File: config.mk
export PLATFORM = sky130hd
export DESIGN_NAME = mem_rmw_responder
export DESIGN_NICKNAME = d
export VERILOG_FILES = /design/src/rtl/mem_pkg.sv /design/src/rtl/byte_merge.sv /design/src/rtl/mem_rmw_responder.sv
export SDC_FILE = /design/constraint.sdc
export NUM_CORES = 2
export LEC_CHECK = 0
export ABC_AREA = 1
export CORE_MARGIN = 1.5
export CORE_UTILIZATION = 35
export CTS_CLUSTER_SIZE = 40
export DETAILED_ROUTE_END_ITERATION = 6
export HOLD_SLACK_MARGIN = 0.05
export PLACE_DENSITY_LB_ADDON = 0.2
export SETUP_SLACK_MARGIN = 0.15
export SYNTH_ARGS = -nofsm -noshare
export SYNTH_HDL_FRONTEND = slang
export SYNTH_SLANG_ARGS = --single-unit
File: constraint.sdc
create_clock -name clk -period 5.9 [get_ports clk]
set_input_delay 1.18 -clock clk [delete_from_list [all_inputs] [get_ports clk]]
set_output_delay 1.18 -clock clk [all_outputs]
set_load 0.02 [all_outputs]
File: src/rtl/mem_pkg.sv
// rtl/mem_pkg.sv - shared size encodings, responder states and alignment rule
package mem_pkg;

    localparam logic [1:0] SZ_WORD = 2'b00;
    localparam logic [1:0] SZ_HALF = 2'b01;
    localparam logic [1:0] SZ_BYTE = 2'b10;

    typedef enum logic [2:0] {
        IDLE,
        RD,
        RSP,
        RMW_RD,
        RMW_WR,
        WACK,
        ERR
    } state_t;

    // Reserved size or an access not aligned to its own width is rejected.
    function automatic logic access_error(input logic [1:0] size, input logic [1:0] addr_lo);
        case (size)
            SZ_WORD: return addr_lo != 2'b00;
            SZ_HALF: return addr_lo[0];
            SZ_BYTE: return 1'b0;
            default: return 1'b1;
        endcase
    endfunction

endpackage

File: src/rtl/byte_merge.sv
// rtl/byte_merge.sv - replaces the addressed byte/halfword lanes of a word with store data
module byte_merge
    import mem_pkg::*;
(
    input  logic [31:0] old_word_i,
    input  logic [31:0] wdata_i,
    input  logic [1:0]  size_i,
    input  logic [1:0]  addr_lo_i,
    output logic [31:0] merged_o
);

    always_comb begin
        merged_o = old_word_i;
        case (size_i)
            SZ_WORD: merged_o = wdata_i;
            SZ_HALF: merged_o[{addr_lo_i[1], 4'b0000} +: 16] = wdata_i[15:0];
            SZ_BYTE: merged_o[{addr_lo_i, 3'b000} +: 8] = wdata_i[7:0];
            default: merged_o = old_word_i;
        endcase
    end

endmodule

File: src/rtl/mem_rmw_responder.sv
// rtl/mem_rmw_responder.sv - fixed-latency word memory responder with sub-word read-modify-write
module mem_rmw_responder
    import mem_pkg::*;
#(
    parameter int ADDR_W = 6
) (
    input  logic        clk,
    input  logic        reset,
    input  logic        req_valid,
    output logic        req_ready,
    input  logic        req_we,
    input  logic [1:0]  req_size,
    input  logic [31:0] req_addr,
    input  logic [31:0] req_wdata,
    output logic        rsp_valid,
    output logic        rsp_err,
    output logic [31:0] rsp_rdata
);

    localparam int DEPTH = 1 << ADDR_W;

    logic [31:0]       mem_q [DEPTH];
    state_t            state_q;
    logic [ADDR_W-1:0] idx_q;
    logic [1:0]        lane_q;
    logic              we_q;
    logic [1:0]        size_q;
    logic [31:0]       wdata_q;
    logic [31:0]       old_q;
    logic              rsp_valid_q;
    logic              rsp_err_q;
    logic [31:0]       rsp_rdata_q;

    logic              accept;
    logic              req_bad;
    logic [ADDR_W-1:0] req_idx;
    logic [31:0]       merged;
    logic              unused_ok;

    assign accept    = req_valid && (state_q == IDLE);
    assign req_bad   = access_error(req_size, req_addr[1:0]);
    assign req_idx   = req_addr[ADDR_W+1:2];
    assign unused_ok = ^{req_addr[31:ADDR_W+2], we_q};

    assign req_ready = (state_q == IDLE);
    assign rsp_valid = rsp_valid_q;
    assign rsp_err   = rsp_err_q;
    assign rsp_rdata = rsp_rdata_q;

    byte_merge u_byte_merge (
        .old_word_i (old_q),
        .wdata_i    (wdata_q),
        .size_i     (size_q),
        .addr_lo_i  (lane_q),
        .merged_o   (merged)
    );

    // Storage is never cleared; reset only blocks a write landing in the same cycle.
    always_ff @(posedge clk) begin
        if (!reset) begin
            if (accept && !req_bad && req_we && (req_size == SZ_WORD)) begin
                mem_q[req_idx] <= req_wdata;
            end else if (state_q == RMW_WR) begin
                mem_q[idx_q] <= merged;
            end
        end
    end

    always_ff @(posedge clk) begin
        if (reset) begin
            state_q     <= IDLE;
            rsp_valid_q <= 1'b0;
            rsp_err_q   <= 1'b0;
            rsp_rdata_q <= 32'h0;
        end else begin
            rsp_valid_q <= 1'b0;
            rsp_err_q   <= 1'b0;
            case (state_q)
                IDLE: begin
                    if (req_valid) begin
                        idx_q   <= req_idx;
                        lane_q  <= req_addr[1:0];
                        we_q    <= req_we;
                        size_q  <= req_size;
                        wdata_q <= req_wdata;
                        if (req_bad) begin
                            state_q     <= ERR;
                            rsp_valid_q <= 1'b1;
                            rsp_err_q   <= 1'b1;
                        end else if (!req_we) begin
                            state_q <= RD;
                        end else if (req_size == SZ_WORD) begin
                            state_q     <= WACK;
                            rsp_valid_q <= 1'b1;
                        end else begin
                            state_q <= RMW_RD;
                        end
                    end
                end
                RD: begin
                    rsp_rdata_q <= mem_q[idx_q];
                    rsp_valid_q <= 1'b1;
                    state_q     <= RSP;
                end
                RMW_RD: begin
                    old_q   <= mem_q[idx_q];
                    state_q <= RMW_WR;
                end
                RMW_WR: begin
                    rsp_valid_q <= 1'b1;
                    state_q     <= WACK;
                end
                RSP, WACK, ERR: state_q <= IDLE;
                default:        state_q <= IDLE;
            endcase
        end
    end

endmodule

== Word-level counts from Yosys, hierarchy flattened ==
Memory sizes are Yosys's and may differ from the RTL's. A register that Yosys moved wholly into a read port is not among the register bits.
Cells that the tools add are included.
Word-level totals
  flip-flop bits (word level): 111
  memory bits (writable): 2048
  output and inout bits: 35
  word-level logic and storage cells: 67
  memories kept: 1
Operators by class
  add/sub/neg operators: 2
  equal/unequal tests: 8
  shifts and indexed selects: 4
  muxes and demuxes: 26
  bitwise logic cells: 3
  reductions and logical operators: 14
Memory list
  mem_q: depth 64, bits a word 32, rd ports 1, clocked after memory_dff 1, write ports 1, RTL line mem_rmw_responder.sv:22  | logic [31:0] mem_q [DEPTH];
Operators with widths (number)
  32-bit one-hot mux with 3 select lines: 1
  32-bit bitwise mux: 2
  32-bit two-way mux: 1
  32-bit OR reduction: 1
  16-bit by 7-bit variable shift with 32-bit output, first input constant: 1
  8-bit by 7-bit variable shift with 32-bit output, first input constant: 1
  16-bit by 7-bit variable part select with 32-bit output: 1
  8-bit by 7-bit variable part select with 32-bit output: 1
  5-bit negator with 7-bit output: 2
  1-bit two-way mux: 13
  3-bit two-way mux: 4
  6-bit two-way mux: 2
  3-bit one-hot mux with 4 select lines: 1
  2-bit by 1-bit equality test with 1-bit output, second input constant: 2
  2-bit equality test, second input constant: 2
  1-bit logical AND: 4
  2-bit logical NOT: 2
  3-bit by 1-bit equality test with 1-bit output, second input constant: 1
  3-bit by 2-bit equality test with 1-bit output, second input constant: 1
  3-bit equality test, second input constant: 1
  3-bit logical NOT: 1
  1-bit NOT: 3
  1-bit one-hot mux with 3 select lines: 1
  3-bit AND reduction: 1
  other kinds (7): 7

== Depth between registers and ports, before layout ==
  word-level depth: 11
  gate-level depth with buffers: 14
  depth with buffers taken out: 11

== Modules after synthesis ==
A second synthesis with hierarchy kept.
Second synthesis, totals
  cell total of the unflattened synthesis: 7377
  area total of the unflattened synthesis: 87838.0 µm²
Modules (own cells, without submodules)
  mem_rmw_responder: instances 1, cells each 7014, area an instance 86217.7 µm², sequential area each 64581.9 µm²
  byte_merge: instances 1, cells each 363, area an instance 1620.3 µm², sequential area each 0.0 µm²

== Worst setup path before layout ==
OpenSTA, ideal clock, no wires.
  path type: register to register
  start: reg lane_q[0]
  end: mem mem_q[0][12], data pin
  data arrival time: 4.269 ns
  setup slack: 0.929 ns
  stages on the path, launching flop included: 10
  buffers on the path: 2
  period minus slack after synthesis: 4.971 ns
  cell sequence: edfxtp_1 -> clkbuf_1 -> inv_1 -> ha_1 -> inv_1 -> clkbuf_1 -> nand3_1 -> o21ai_0 -> a21oi_1 -> o21ai_0
Between the ends
  longest elaborated chain between the ends: 5
  elaborated cells on any way between the ends: 6
  those cells by class: add/sub (1); shift (2); mux (3)
RTL lines
  from (decl): RTL line mem_rmw_responder.sv:25  | logic [1:0] lane_q;
  from (signal assigned): RTL line mem_rmw_responder.sv:82  | lane_q <= req_addr[1:0];
  5-bit negator with 7-bit output (*): RTL line byte_merge.sv:17  | SZ_BYTE: merged_o[{addr_lo_i, 3'b000} +: 8] = wdata_i[7:0];
  8-bit by 7-bit variable part select with 32-bit output or 8-bit by 7-bit variable shift with 32-bit output (tied branches): RTL line byte_merge.sv:17
  32-bit bitwise mux (*): RTL line byte_merge.sv:17
  32-bit one-hot mux with 3 select lines (*): RTL line byte_merge.sv:14  | case (size_i)
  32-bit two-way mux (no source line) (*)
  to (decl): RTL line mem_rmw_responder.sv:22
Mark *: on every way between the ends. The rest lies on a longest branch, timed or not.

== Final worst setup path ==
  start: in reset
  end: mem mem_q[55][17], enable pin
Between the ends
  longest elaborated chain between the ends: 4
  elaborated cells on any way between the ends: 7
  those cells by class: mux (6); reduce/logical (1)
RTL lines
  from (decl): RTL line mem_rmw_responder.sv:8  | input logic reset,
  1-bit two-way mux: RTL line mem_rmw_responder.sv:60  | if (!reset) begin
  1-bit two-way mux (implied by the code): RTL line mem_rmw_responder.sv:64  | mem_q[idx_q] <= merged;
  32-bit OR reduction (no source line)
  6-bit two-way mux (no source line) or 1-bit two-way mux (tied branches)
Parallel ways exist; a longest one is shown, timed or not.

==> results.cfg <==
[grt]
grt_max_degree = 183
grt_pass1_vias = 53300
grt_overflow = 0
antenna_found_initial = 9
grt_usage_pct = 21.1
grt_pass1_wl_um = 385000

[floorplanning]
start_util_pct = 35.3
boundaryPins = 105
dieWidth_um = 502
core_um2 = 247000
dieArea_um2 = 252000
chipHeight_um = 502
std_cell_rows = 182

[setup_path]
critPathCaptureType = flop
startpoint_type = input pin
crit_path_max_fanout = 32
reg2reg_setup_slack_ns = 1.75
reg2reg_to = mem_q[55][17]
crit_arrival_ns = 4.86
worst-endpoint-required_ns = 6.35
path_class = input pin to flop
startpoint = reset
r2r.worst_path.cells = 12
r2r_start = state_q[0]
critPathCapture = mem_q[55][17]

[drt]
vias_per_cell = 5.26
drt-initial-drc-count = 6234
routedWlPerCell_um = 25.0
vias = 56700
dr.pass1.iters = 6
route.detailed.drc = 0
ant_nets = 0
wirelength_um = 269000

[power]
pwr-share-comb_pct = 18.1
cellPowerDensity_nw_per_um2 = 380
switching_power_uw = 11200
p_int_uw = 26500
ir_drop_mv = 0.259
p_leak_uw = 0.0342
p_sw_share_pct = 29.7
power.share.clock_pct = 35.3
pwr-share-seq_pct = 46.6

[synthesis]
synth_cell_type_count = 38
synthArstFlopShare_pct = 0
synth_seq_cells = 2165
synth_edf_count = 2122
syn-instance-count = 7246
synth_ff_type = edfxtp_1
syn-mean-instance-area_um2 = 12.0
yosysWarnings = 0
syn_nets = 7321
syn_area_um2 = 87100
synth-seq-area-share_pct = 74.1

[timing]
finalCritPeriodShare_pct = 74.7
fin_skew_ns = 0.0547
final_hold_viol_count = 0
fmax_mhz = 227
fin_crit_ns = 4.41
slew_violations = 0
hold_slack_ns = 0.524
rsz0062_at_grt = false
slew_headroom_pct = 14.2
setup_violations = 0
worstMarginPinSlew_ns = 1.28
setup_tns_ns = 0

[clock_tree]
cts_max_level = 4
cts-resized-gates = 0
clkLatencyLatePin_ns = 0.88
cts_tree = done
ctsRootBufferMaster = clkbuf_16
cts_made_buffers = 226
cts.sinks = 2165
cts_hold_buf = 0
post-cts-setup-buffer-count = 0
cts.path.max_buffers = 3
path_clk_slew_ns = 0.06

[placed_design]
place_hpwl_um = 145000
place.gp.congestion = 0.888
placed_cells = 10400
portBuffers = 80
place_area_um2 = 92400

[cells_and_area]
final_cells = 10800
final_cell_area_um2 = 99300
fin_nets = 7345
layout-drive-gt1-share_pct = 8.06
syn2layout_area_growth_pct = 14.0
fill_cells = 23100

[min_path]
hold_path_class = flop to flop

[job]
max-cap-violations = 0

[run_status]
status = completed
==> cells by family after synthesis <==
family          count (synthesis)  synth area share (%)
fa+ha+maj                       5                0.0718
buf+inv                       558                  2.89
mux                             3                0.0503
compound gates                186                  1.25
flops                        2165                  74.1
simple gates                 4329                  21.6
==> critical path, cell delays in order <==
cell	delay, ns
clkdlybuf4s50_1	0.40
buf_4	0.20
inv_2	0.08
nand2_2	0.29
inv_2	0.14
buf_4	0.45
nand2_1	0.12
nand2_1	0.15
inv_1	0.10
nor2_1	0.14
nand2_1	0.47
nor2_4	1.08
==> how the worst min path moves through the flow <==
stage / end / start / depth (start not counted) / slack [ns]
4_1_cts: flop / idx_q[5] / 1 / 0.53
6_report: flop / idx_q[5] / 1 / 0.52
5_1_grt: flop / idx_q[5] / 1 / 0.55
3_3_place_gp: flop / idx_q[5] / 1 / 0.50
3_5_place_dp: flop / idx_q[5] / 1 / 0.51
2_1_floorplan: flop / idx_q[1] / 2 / 0.46
==> placed cells by master (no fill, tap or decap), types with 9 or more instances in the layout <==
master,synthesis,final
a21oi_1,49,49
buf_12,0,29
buf_4,6,158
clkbuf_1,133,68
clkbuf_16,0,232
clkdlybuf4s50_1,0,80
clkinv_1,0,57
clkinv_2,0,27
dfxtp_1,43,38
edfxtp_1,2122,2122
inv_1,78,76
nand2_1,2254,2239
nand2_2,2,17
nand3_1,1976,1976
nand3_2,9,9
nor2_1,77,13
nor2_4,0,64
o2111ai_1,10,10
o211ai_1,15,15
o21ai_0,80,72
o21ai_4,1,9
o22ai_1,11,11
==> registers in the layout, summed over array words and instances, names as in the netlist, named ones only <==
name,cells
wdata_q,32
rsp_rdata,32
mem_q,2048
idx_q,6
state_q,3
rsp_valid,1
rsp_err,1
old_q,32
size_q,2
lane_q,2
==> cell usage after synthesis (2+ instances only) <==
cell,number,area (µm²)
inv_2,9,33.8
ha_1,5,62.6
inv_1,78,293
o21ai_0,80,400
o21ai_1,3,15.0
buf_4,6,45.0
a31oi_1,2,12.5
edfxtp_1,2122,63700
clkbuf_1,133,499
nand2_2,2,12.5
a2bb2oi_1,8,70.1
nand3_2,9,90.1
a21oi_1,49,245
dfxtp_1,43,861
a22o_1,2,17.5
buf_2,256,1280
nor3_1,6,30.0
buf_6,11,124
nor2_1,77,289
nand3_1,1976,9890
o2111ai_1,10,87.6
buf_1,65,244
nand2_1,2254,8460
o22ai_1,11,68.8
nor2_2,2,12.5
o211ai_1,15,113
==> stage by stage <==
step	utilization [%]	total power (µW)	worst slack, ns
2_1_floorplan	-	21700	0.929
3_3_place_gp	37.5	24600	0.605
3_5_place_dp	37.5	24700	0.614
4_1_cts	40.2	38000	1.54
5_1_grt	40.2	39100	1.34
6_report	40.3	37800	1.49
==> metal layers <==
layer  vias up  track usage [%]  routed length, µm
met5         -                0                  0
met4         0             6.54               8160
met3       369             3.77              20500
met2      2119             32.7             123000
met1     28300             30.0             118000
li1      25900                -                  -
==> final cells by class <==
type	count	area, µm²	area share, %
clock buffers	303	6100	6.15
inverters	87	354	0.357
multi-input cells	4523	20800	20.9
clock inverters	101	714	0.720
diodes	8	20.0	0.0202
flip-flops and latches	2165	64600	65.1
repair buffers	267	2570	2.59
well taps	3312	4140	4.17
==> power by group through the flow <==
stage | clock (µW) | sequential (µW) | combinational, µW
after floorplan | 0 | 17900 | 3800
after global placement | 0 | 17900 | 6710
after detailed placement | 0 | 17900 | 6780
after CTS | 13600 | 17600 | 6800
after global routing | 14100 | 17600 | 7330
final | 13300 | 17600 | 6820
Note: power is estimated with default switching activity, not from simulation.
